### config.mk
export PLATFORM = sky130hd
export DESIGN_NAME = phys_free_list
export DESIGN_NICKNAME = d
export VERILOG_FILES = /design/src/rtl/phys_free_list_pkg.sv /design/src/rtl/phys_free_list_lsb_prio_enc.sv /design/src/rtl/phys_free_list.sv
export SDC_FILE = /design/constraint.sdc
export NUM_CORES = 1
export LEC_CHECK = 0
export CAP_MARGIN = 20
export CELL_PAD_IN_SITES_DETAIL_PLACEMENT = 1
export CELL_PAD_IN_SITES_GLOBAL_PLACEMENT = 1
export CORE_ASPECT_RATIO = 0.8
export CORE_MARGIN = 2
export CORE_UTILIZATION = 30
export CTS_CLUSTER_SIZE = 14
export DETAILED_ROUTE_END_ITERATION = 10
export PLACE_DENSITY = 0.62
export SLEW_MARGIN = 20
export SYNTH_ARGS = -nofsm -noshare
export SYNTH_HDL_FRONTEND = slang
export SYNTH_SLANG_ARGS = --single-unit
### constraint.sdc
create_clock -name clock -period 26.3 [get_ports clock]
set_input_delay 2.63 -clock clock [delete_from_list [all_inputs] [get_ports clock]]
set_output_delay 2.63 -clock clock [all_outputs]
set_load 0.005 [all_outputs]
### src/rtl/phys_free_list_pkg.sv
`default_nettype none
// +------------------------------------------------------------------+
// | phys_free_list_pkg: shared physical-register definitions          |
// | Rev 1.0 - initial release                                         |
// +------------------------------------------------------------------+
package phys_free_list_pkg;

  localparam int PHYS_REG_IDX_SZ = 6;
  localparam int ZERO_REG        = 0;

  typedef struct packed {
    logic [PHYS_REG_IDX_SZ-1:0] reg_num;
  } preg_t;

endpackage
`default_nettype wire

### src/rtl/phys_free_list_lsb_prio_enc.sv
`default_nettype none
// +------------------------------------------------------------------+
// | lsb_prio_enc: one-hot and index of the lowest set bit, plus valid |
// | Rev 1.0 - initial release                                         |
// +------------------------------------------------------------------+
module lsb_prio_enc #(
  parameter int N = 64,
  localparam int W = (N > 1) ? $clog2(N) : 1
) (
  input  logic [N-1:0] vec,
  output logic [N-1:0] onehot,
  output logic [W-1:0] idx,
  output logic         valid
);

  // Two's-complement trick isolates the lowest set bit.
  assign onehot = vec & (~vec + N'(1));
  assign valid  = |vec;

  always_comb begin
    idx = '0;
    for (int i = N - 1; i >= 0; i--) begin
      if (vec[i]) begin
        idx = W'(i);
      end
    end
  end

endmodule
`default_nettype wire

### src/rtl/phys_free_list.sv
`default_nettype none
// +------------------------------------------------------------------+
// | phys_free_list: free-preg tracker for rename, retire and rollback |
// | Rev 1.0 - initial release                                         |
// +------------------------------------------------------------------+
module phys_free_list
  import phys_free_list_pkg::*;
#(
  parameter int PHYS_REGS = 64,
  parameter int ARCH_REGS = 32,
  localparam int PW = $clog2(PHYS_REGS)
) (
  input  logic                 clock,
  input  logic                 reset_n,
  input  logic                 alloc_en,
  output logic [PW-1:0]        alloc_preg,
  output logic                 alloc_valid,
  input  logic                 release_en,
  input  logic [PW-1:0]        release_preg,
  input  logic                 rollback_en,
  input  logic [PHYS_REGS-1:0] rollback_mask,
  output logic [PW:0]          free_count,
  output logic                 empty,
  output logic                 double_free
);

  localparam logic [PW-1:0] C_ZERO_REG = PW'(ZERO_REG);

  logic [PHYS_REGS-1:0] r_free_vec;
  logic [PW:0]          r_free_count;
  logic                 r_empty;
  logic                 r_double_free;

  logic [PHYS_REGS-1:0] w_alloc_onehot;
  logic [PHYS_REGS-1:0] w_alloc_mask;
  logic [PHYS_REGS-1:0] w_release_onehot;
  logic [PHYS_REGS-1:0] w_rollback_bits;
  logic [PHYS_REGS-1:0] w_next_free_vec;
  logic [PW:0]          w_next_count;
  logic                 w_alloc_fire;
  logic                 w_release_fire;
  logic                 w_double_free;
  preg_t                w_release;

  function automatic logic [PW:0] popcount(input logic [PHYS_REGS-1:0] v);
    logic [PW:0] cnt;
    cnt = '0;
    for (int i = 0; i < PHYS_REGS; i++) begin
      cnt = cnt + (PW+1)'(v[i]);
    end
    return cnt;
  endfunction

  lsb_prio_enc #(
    .N (PHYS_REGS)
  ) u_alloc_enc (
    .vec    (r_free_vec),
    .onehot (w_alloc_onehot),
    .idx    (alloc_preg),
    .valid  (alloc_valid)
  );

  assign w_release.reg_num = PHYS_REG_IDX_SZ'(release_preg);

  always_comb begin
    w_alloc_fire     = alloc_en && alloc_valid && !rollback_en;
    w_release_fire   = release_en && (PW'(w_release.reg_num) != C_ZERO_REG);
    w_alloc_mask     = w_alloc_fire ? w_alloc_onehot : '0;
    w_release_onehot = '0;
    w_double_free    = 1'b0;
    if (w_release_fire) begin
      w_release_onehot[release_preg] = 1'b1;
      w_double_free                  = r_free_vec[release_preg];
    end
    // Bit 0 is the hard-wired zero register and must never become free.
    w_rollback_bits  = rollback_en ? (rollback_mask & ~PHYS_REGS'(1)) : '0;
    w_next_free_vec  = (r_free_vec & ~w_alloc_mask) | w_release_onehot | w_rollback_bits;
    w_next_count     = popcount(w_next_free_vec);
  end

  always_ff @(posedge clock or negedge reset_n) begin
    if (!reset_n) begin
      for (int i = 0; i < PHYS_REGS; i++) begin
        r_free_vec[i] <= (i >= ARCH_REGS);
      end
      r_free_count  <= (PW+1)'(PHYS_REGS - ARCH_REGS);
      r_empty       <= (PHYS_REGS == ARCH_REGS);
      r_double_free <= 1'b0;
    end else begin
      r_free_vec    <= w_next_free_vec;
      r_free_count  <= w_next_count;
      r_empty       <= (w_next_count == '0);
      r_double_free <= r_double_free | w_double_free;
    end
  end

  assign free_count  = r_free_count;
  assign empty       = r_empty;
  assign double_free = r_double_free;

endmodule
`default_nettype wire

======== After elaboration in Yosys (flattened, before gate mapping) ========
Index checks and enable logic that the tools add are counted.
cells by class
  add/sub/neg operators ................... 64
  multiply operators ...................... 0
  divide/modulo/power cells ............... 0
  $lt $le $gt $ge ......................... 2
  eq/ne operators ......................... 0
  shifts and indexed selects .............. 0
  muxes and demuxes ....................... 72
  bitwise logic cells ..................... 7
  reductions and logical operators ........ 8
operator list
  cell                                                                   number
  7-bit by 1-bit adder with 7-bit output                                 57
  6-bit 2-to-1 mux                                                       64
  64-bit 2-to-1 mux                                                      3
  64-bit bitwise AND                                                     2
  64-bit inverter                                                        2
  64-bit OR                                                              2
  64-bit by 1-bit adder with 64-bit output, second input constant        1
  64-bit OR reduction                                                    1
  6-bit by 1-bit adder with 7-bit output                                 1
  7-bit logical NOT                                                      1
  6-bit by 7-bit < comparator with 1-bit output, second input constant   1
  5-bit by 1-bit adder with 6-bit output                                 1
  1-bit binary-select mux with 6-bit select                              1
  1-bit demux with 6-bit select                                          1
  6-bit by 1-bit >= comparator with 1-bit output, second input constant  1
  6-bit nonzero test                                                     1
  4-bit by 1-bit adder with 5-bit output                                 1
  3-bit by 1-bit adder with 4-bit output                                 1
  1-bit logical AND                                                      4
  2-bit by 1-bit adder with 3-bit output                                 1
  1-bit 2-to-1 mux                                                       3
  1-bit by 1-bit adder with 2-bit output                                 1
  1-bit logical NOT                                                      1
  1-bit OR                                                               1
storage, ports and cells
  register bits after elaboration ......... 73
  latch bits .............................. 0
  memory bits (writable) .................. 0
  bits in read-only memories .............. 0
  input port bits ......................... 75
  output and inout port bits .............. 16
  logic and storage cells ................. 157
  memories ................................ 0

======== Depth between registers and ports, before layout ========
Gate-level depths: netlist of the first run.
  word-level depth ........................ 72
  mapped depth ............................ 29
  gate-level depth less buffers ........... 27

======== By module ========
From an unflattened synthesis of the first run, not the netlist that was laid out.
second synthesis, totals
  cell total of the unflattened synthesis .. 799
  area total of the unflattened synthesis .. 7083.0 um^2
by module, submodules not included
  module          times used  cells each  area an instance (um^2)  sequential area each (um^2)
  phys_free_list  1           556         5554.1                   1868.0
  lsb_prio_enc    1           243         1529.0                   0.0

======== Worst setup path after synthesis of the first run ========
OpenSTA, ideal clock, no wires.
  path kind ............................... input to register
  from .................................... input port rollback_en
  to ...................................... register r_empty (netlist: empty)
  setup time .............................. 0.101 ns
  arrival time ............................ 9.591 ns
  required time ........................... 26.199 ns
  slack ................................... 16.608 ns
  cell stages on the path ................. 26
  path buffers ............................ 1
  cell sequence ........................... clkbuf_1 > nand2b_1 > nor3_4 > nand4_1 > or4_1 > a221o_1 > fa_1 > fa_1 > inv_1 > fa_1 > inv_1 > fa_1 > inv_1 > fa_1 > inv_1 > fa_1 > fa_1 > fa_1 > ha_1 > fa_1 > a21o_1 > a21oi_1 > nor2b_1 > o21ai_0 > nand2b_1 > nor4_1
on the way
  elaborated cells between the ends (all ways) .. 72
  those cells by class .................... add/sub: 63; mux: 2; bitwise: 4; reduce/logical: 3
RTL lines
  what                                                    RTL line              text
  from (decl)                                             phys_free_list.sv:20  input logic rollback_en,
  1-bit logical NOT                                       phys_free_list.sv:66  w_alloc_fire = alloc_en && alloc_valid && !rollback_en;
  1-bit logical AND                                       phys_free_list.sv:66
  64-bit 2-to-1 mux                                       phys_free_list.sv:68  w_alloc_mask = w_alloc_fire ? w_alloc_onehot : '0;
  64-bit inverter                                         phys_free_list.sv:77  w_next_free_vec = (r_free_vec & ~w_alloc_mask) | w_release_onehot | w_rollback_bits;
  64-bit bitwise AND                                      phys_free_list.sv:77
  64-bit OR                                               phys_free_list.sv:77
  64-bit OR *                                             phys_free_list.sv:77
  via w_next_free_vec[59]                                 phys_free_list.sv:38  logic [PHYS_REGS-1:0] w_next_free_vec;
  7-bit by 1-bit adder with 7-bit output * (5 in series)  phys_free_list.sv:49  cnt = cnt + (PW+1)'(v[i]);
  via w_next_count[6]                                     phys_free_list.sv:39  logic [PW:0] w_next_count;
  7-bit logical NOT *                                     phys_free_list.sv:92  r_empty <= (w_next_count == '0);
  to (signal assigned)                                    phys_free_list.sv:87  r_empty <= (PHYS_REGS == ARCH_REGS);
  to (signal assigned)                                    phys_free_list.sv:92
  to (decl)                                               phys_free_list.sv:31  logic r_empty;
Mark *: on every way through the listed nets, which the timed path passes. The rest lies on a longest branch.

======== Final worst setup path of the first run ========
  from .................................... input port release_preg[0]
  to ...................................... register r_empty (netlist: empty)
on the way
  elaborated cells between the ends (all ways) .. 74
  those cells by class .................... add/sub: 63; order compare: 2; mux: 3; bitwise: 2; reduce/logical: 4
RTL lines
  what                                                                                                                                          RTL line              text
  from (decl)                                                                                                                                   phys_free_list.sv:19  input logic [PW-1:0] release_preg,
  6-bit by 7-bit < comparator with 1-bit output (implied by the code) / 6-bit by 1-bit >= comparator with 1-bit output (equally long branches)  phys_free_list.sv:72  w_release_onehot[release_preg] = 1'b1;
  1-bit logical AND (implied by the code)                                                                                                       phys_free_list.sv:72
  1-bit 2-to-1 mux (implied by the code)                                                                                                        phys_free_list.sv:72
  1-bit demux with 6-bit select                                                                                                                 phys_free_list.sv:72
  64-bit 2-to-1 mux *                                                                                                                           phys_free_list.sv:71  if (w_release_fire) begin
  64-bit OR * (2 in series)                                                                                                                     phys_free_list.sv:77
  via w_next_free_vec[21]                                                                                                                       phys_free_list.sv:38
  7-bit by 1-bit adder with 7-bit output * (43 in series)                                                                                       phys_free_list.sv:49
  via w_next_count[6]                                                                                                                           phys_free_list.sv:39
  7-bit logical NOT *                                                                                                                           phys_free_list.sv:92
Marks and branches as above.

==> results of run 1 <==
## final timing paths
kind                                     startpoint                       end  cells after the start
max                                 release_preg[0]           empty$_DFF_PN0_                     27
min                        r_free_vec[45]$_DFF_PN1_  r_free_vec[45]$_DFF_PN1_                      2
max reg2reg                 r_free_vec[0]$_DFF_PN0_           empty$_DFF_PN0_                     26
min reg2reg                r_free_vec[45]$_DFF_PN1_  r_free_vec[45]$_DFF_PN1_                      2
max in group asynchronous                   reset_n  r_free_vec[28]$_DFF_PN0_                      1
min in group asynchronous                   reset_n  r_free_vec[15]$_DFF_PN0_                      1
## synth_stat cells (9+ instances only)
master	n
o21ai_0	35
nor3_1	26
or4_1	18
a22oi_1	29
and2_1	13
dfrtp_1	40
nor2b_1	9
clkbuf_1	33
nor2_1	66
o31ai_1	12
inv_1	63
a221o_1	23
nor4_1	15
fa_1	54
o211ai_1	11
dfstp_2	33
a221oi_1	12
a21oi_1	36
ha_1	15
nand2_1	81
nand3_1	20
nand2b_1	11
## cell type report
class | count | area share
clock buffer | 11 | 0.02835
clock inverter | 5 | 0.005029
inverter | 63 | 0.02880
multi-input combinational | 591 | 0.5456
sequential | 73 | 0.2275
tap | 306 | 0.04663
timing repair buffer | 100 | 0.1181
## layer usage
| layer | wire length (um) | GRT usage |
|---|---|---|
| met5 | 0 | 0 |
| met4 | 692 | 0.07342 |
| met3 | 3196 | 0.06900 |
| met2 | 11840 | 0.3376 |
| met1 | 13250 | 0.3828 |
## cell usage in the layout, fill, tap and decap left out, types with 12 or more instances in the layout
| master | synthesis | routed |
|---|---|---|
| nor4_1 | 15 | 15 |
| nand3_1 | 20 | 20 |
| nor3_1 | 26 | 26 |
| nor2_1 | 66 | 66 |
| clkdlybuf4s50_1 | 0 | 87 |
| fa_1 | 54 | 54 |
| ha_1 | 15 | 15 |
| o31ai_1 | 12 | 12 |
| a221oi_1 | 12 | 12 |
| a22oi_1 | 29 | 29 |
| a21oi_1 | 36 | 36 |
| and2_1 | 13 | 13 |
| dfstp_2 | 33 | 33 |
| nand2_1 | 81 | 81 |
| dfrtp_1 | 40 | 40 |
| o21ai_0 | 35 | 35 |
| a221o_1 | 23 | 23 |
| or4_1 | 18 | 18 |
| inv_1 | 63 | 63 |
## critical path, cell delays in order
cell             delay [ns]
clkdlybuf4s50_1        0.46
buf_4                  0.37
nand2_1                0.13
nor2_1                 0.50
buf_4                  0.29
nand2_1                0.18
o21ai_0                0.36
nor2_1                 0.07
a21oi_1                0.28
fa_1                   0.50
fa_1                   0.55
inv_1                  0.05
fa_1                   0.51
inv_1                  0.06
fa_1                   0.46
fa_1                   0.52
fa_1                   0.58
fa_1                   0.44
fa_1                   0.50
ha_1                   0.24
fa_1                   0.41
a21o_1                 0.17
a21oi_1                0.21
nor2b_1                0.07
o21ai_0                0.14
nand2b_1               0.09
nor4_1                 0.22
## cell families after synthesis
family | share of synthesized area
fa+ha+maj | 0.1879
xor+xnor | 0.005189
buf+inv | 0.06003
compound gates | 0.2249
mux | 0.02520
flops | 0.2766
simple gates | 0.2201
## per-stage QoR
step | util | hold WS [ns]
floorplan | - | 0.4921
global placement | 0.3555 | 0.5371
detailed placement | 0.3555 | 0.5439
CTS | 0.3677 | 0.5599
global route | 0.3679 | 0.5864
finish | 0.3679 | 0.5554
## power by group through the flow
stage	clock network (mW)	logic [mW]	registers [mW]
2_1_floorplan	0	0.0518	0.126
3_3_place_gp	0	0.0965	0.127
3_5_place_dp	0	0.0979	0.126
4_1_cts	0.123	0.0985	0.125
5_1_grt	0.126	0.107	0.125
6_report	0.120	0.0970	0.125
## state kept, by name, summed over array words and instances (netlist names)
name / cells
r_free_vec: 64
free_count: 7
double_free: 1
empty: 1
==> results.json, run 1 <==
{
  "chipHeight_um": 138.2,
  "multi_input_area_sq_um": 4479,
  "ff_latch_area_sq_um": 1868,
  "path_class": "in -> reg",
  "nets": 982,
  "finalSetupTns_ns": 0,
  "h-tree-depth": 3,
  "ys_seq_area_frac": 0.2766,
  "grt-ovfl-total": 0,
  "fin_area_sq_um": 8210,
  "finalHoldViolCount": 0,
  "fmax_mhz": 92.78,
  "layout-drive-gt1-share": 0.08897,
  "p_switching_uw": 108.6,
  "core_sq_um": 22320,
  "drc_errors": 0,
  "powerDensity_nw_per_um2": 41.66,
  "cts_tree": "built",
  "numCtsBuffers": 9,
  "p_int_uw": 233.4,
  "cts_buffer_depth": 2,
  "grt_pass1_wl_mm": 43.26,
  "status": "complete, no violations",
  "place_hpwl_mm": 22.97,
  "post-place-cells": 1133,
  "vias_per_cell": 5.826,
  "io_buffers": 89,
  "dp_slack_ns": 15.15,
  "start_util": 0.3026,
  "yosys-top-cells-area": "fa_1, dfrtp_1, dfstp_2, nand2_1, nor2_1",
  "ys_ff_latch": 73,
  "seqPwrFrac": 0.365,
  "synth_area_leader_cell": "fa_1",
  "dpl-instance-area_sq_um": 7933,
  "antenna_found_initial": 0,
  "dieArea_sq_um": 23730,
  "period_needed_ns": 10.78,
  "finalSetupViolations": 0,
  "cap_violations": 0,
  "fin_skew_ns": 0.008222,
  "gp_congestion": 0.8984,
  "antennaDiodeCount": 0,
  "grt.total_usage": 0.2494,
  "drv_slew": 0,
  "clock_latency_ns": 0.36,
  "rsz0062_at_grt": "no",
  "endpoint_kind": "flop",
  "p_sw_frac": 0.3175,
  "drtPass1Iterations": 5,
  "yosys_warnings": 0,
  "fin_crit_sh": 0.4098,
  "routed_wl_mm": 28.98,
  "fin_cells": 1149,
  "grt_pass1_vias": 6732,
  "totalPowerFinal_uw": 342.0,
  "hold_path.class": "reg -> reg",
  "irDropWorstVdd_mv": 0.03281,
  "syn_nets": 912,
  "p_clk_frac": 0.352,
  "vias": 6694,
  "drtAntennaViolNets": 0,
  "start_kind": "primary input",
  "cp_max_fo": 32,
  "io_pins": 91,
  "wire_per_inst_um": 25.22,
  "crit_required_ns": 26.55,
  "die_w_um": 171.7,
  "netlist.area_leader.share": 0.1601,
  "synth-main-ff-cell": "dfrtp_1",
  "mappedNetlistArea_sq_um": 6753,
  "drt_iter0_markers": 754,
  "rows": 49,
  "max_slew_margin": 0.3116,
  "syn_area_per_cell_sq_um": 8.793,
  "cts_setup_buffers": 0,
  "synth.distinct_cells": 62,
  "cts_hold_buffers": 0,
  "fillers": 2658,
  "synth-edff-count": 0,
  "syn_inst": 768,
  "cts_resized": 0,
  "r2r_slack_ns": 17.08,
  "worst_slack_ns": 15.52,
  "clockRootBuffer": "clkbuf_16",
  "clock_sinks": 73,
  "ys_async_sr_fraction": 1.000,
  "path_clk_slew_ns": 0.06,
  "area_growth_pct": 21.59,
  "p_comb_frac": 0.283,
  "tightest_slew_ns": 1.026,
  "grt_max_degree": 74,
  "leakage_nw": 2.899,
  "crit_arrival_ns": 11.03
}
Power figures use the tool's default switching activity.
==> run 2, diff against run 1 <==
clock period = 10.1 ns   (was 26.3 ns; I/O delays follow)
==> results.json, run 2 (same netlist as run 1, synthesis figures left out) <==
{
  "status": "complete, no violations",
  "path_clk_slew_ns": 0.07,
  "fmax_mhz": 108.4,
  "grt.total_usage": 0.2529,
  "final_cell_mix": "clkdlybuf4s50_1, nand2_1, nor2_1, inv_1, fa_1",
  "min-delay-start": "r_free_vec[43]$_DFF_PN1_",
  "period_needed_ns": 9.223,
  "leakage_nw": 2.982,
  "core_sq_um": 22320,
  "gp_congestion": 0.9059,
  "hold_depth": 2,
  "grt-ovfl-total": 0,
  "routed_wl_mm": 29.38,
  "r2r_start": "r_free_vec[1]$_DFF_PN0_",
  "finalSetupViolations": 0,
  "regMostFlops": "r_free_vec",
  "h-tree-depth": 3,
  "start_kind": "flop",
  "reg2reg_depth": 26,
  "irDropWorstVdd_mv": 0.1100,
  "grt_pass1_vias": 6582,
  "wire_per_inst_um": 25.33,
  "cts_resized": 0,
  "tightest_slew_ns": 1.127,
  "path_class": "reg -> reg",
  "io_pins": 91,
  "clock_sinks": 73,
  "area_growth_pct": 23.42,
  "grt_max_degree": 74,
  "clock_latency_ns": 0.36,
  "grt_pass1_wl_mm": 43.87,
  "endpoint_kind": "flop",
  "antenna_found_initial": 0,
  "cts_hold_buffers": 0,
  "die_w_um": 171.7,
  "largest_reg_flops": 64,
  "nets": 993,
  "numCtsBuffers": 9,
  "utilization": 0.3735,
  "drv_slew": 0,
  "hold_path.class": "reg -> reg",
  "rows": 49,
  "drt_iter0_markers": 731,
  "start_util": 0.3026,
  "powerDensity_nw_per_um2": 113.6,
  "finalSetupTns_ns": 0,
  "vias": 6759,
  "place_hpwl_mm": 23.25,
  "max_slew_margin": 0.2486,
  "io_buffers": 89,
  "antennaDiodeCount": 0,
  "dieArea_sq_um": 23730,
  "crit_required_ns": 10.35,
  "vias_per_cell": 5.827,
  "cts_tree": "built",
  "fin_crit_sh": 0.9131,
  "r2r_slack_ns": 0.88,
  "cts_setup_buffers": 0,
  "drtAntennaViolNets": 0,
  "layout-drive-gt1-share": 0.09953,
  "drc_errors": 0,
  "clockRootBuffer": "clkbuf_16",
  "holdPathEnd": "r_free_vec[43]$_DFF_PN1_",
  "layout_commonest_cell": "clkdlybuf4s50_1",
  "chipHeight_um": 138.2,
  "finalHoldViolCount": 0,
  "cts_buffer_depth": 2,
  "fin_skew_ns": 0.01112,
  "r2r_end": "empty$_DFF_PN0_",
  "cp_max_fo": 7,
  "crit_arrival_ns": 9.47,
  "rsz0062_at_grt": "no",
  "drtPass1Iterations": 5,
  "cap_violations": 0
}
-- run 2: cell types whose count changed in the layout (fill, tap and decap cells not counted), moves of 2 or more --
cell and change:
buf_4 +11, bufinv_16 +2, clkinv_4 -2, clkinvlp_4 -2
-- run 2: per-stage QoR --
step	std cells	cell area [sq um]	power, mW	hold slack, ns	setup WS (ns)
finish	1160	8334	0.9465	0.5441	0.8772
global route	1160	8334	0.9937	0.5722	0.5326
CTS	1160	8330	0.9539	0.5440	0.9321
detailed placement	1144	8015	0.5873	0.5387	0.9306
global placement	1144	8015	0.5836	0.5342	1.047
floorplan	768	6753	0.4625	0.4921	1.655
-- run 2: worst max-delay path by stage --
| stage | start | to | slack (ns) |
|---|---|---|---|
| floorplan | r_free_vec[0]$_DFF_PN0_ | empty$_DFF_PN0_ | 1.65 |
| global placement | r_free_vec[1]$_DFF_PN0_ | empty$_DFF_PN0_ | 1.05 |
| detailed placement | r_free_vec[1]$_DFF_PN0_ | empty$_DFF_PN0_ | 0.93 |
| CTS | r_free_vec[1]$_DFF_PN0_ | empty$_DFF_PN0_ | 0.93 |
| global route | r_free_vec[1]$_DFF_PN0_ | empty$_DFF_PN0_ | 0.53 |
| finish | r_free_vec[1]$_DFF_PN0_ | empty$_DFF_PN0_ | 0.88 |
-- run 2: critical path, stage by stage (launching register included) --
cell	delay (ns)
dfrtp_1	0.47
or4_4	0.61
or4_4	0.63
nor3_4	0.40
nand4_1	0.35
or4_1	0.51
a221o_1	0.36
fa_1	0.51
fa_1	0.50
inv_1	0.06
fa_1	0.53
inv_1	0.06
fa_1	0.48
inv_1	0.05
fa_1	0.50
inv_1	0.05
fa_1	0.46
fa_1	0.54
fa_1	0.45
ha_1	0.24
fa_1	0.40
a21o_1	0.17
a21oi_1	0.22
nor2b_1	0.07
o21ai_0	0.16
nand2b_1	0.11
nor4_1	0.22
-- run 2: final cells by class --
cell class,instances,area (sq um)
clock buffer,13,250.2
clock inverter,3,65.06
fill,2630,13980
inverter,63,236.5
multi-input combinational,591,4479
sequential,73,1868
tap,306,382.9
timing repair buffer,111,1052
-- run 2: metal layers --
layer / vias up / routed length (um) / global-route usage
li1: 2980 / - / -
met3: 35 / 2433 / 0.05439
met5: - / 0 / 0
met1: 3404 / 14440 / 0.4035
met2: 340 / 11870 / 0.3393
met4: 0 / 639 / 0.06678
-- run 2: report_power, final --
group / total [mW] / leakage, nW / switching [mW] / internal [mW]
sequential: 0.324 / 0.731 / 0.0105 / 0.314
combinational: 0.258 / 2.10 / 0.131 / 0.128
clock: 0.364 / 0.154 / 0.141 / 0.223
total: 0.946 / 2.98 / 0.282 / 0.665
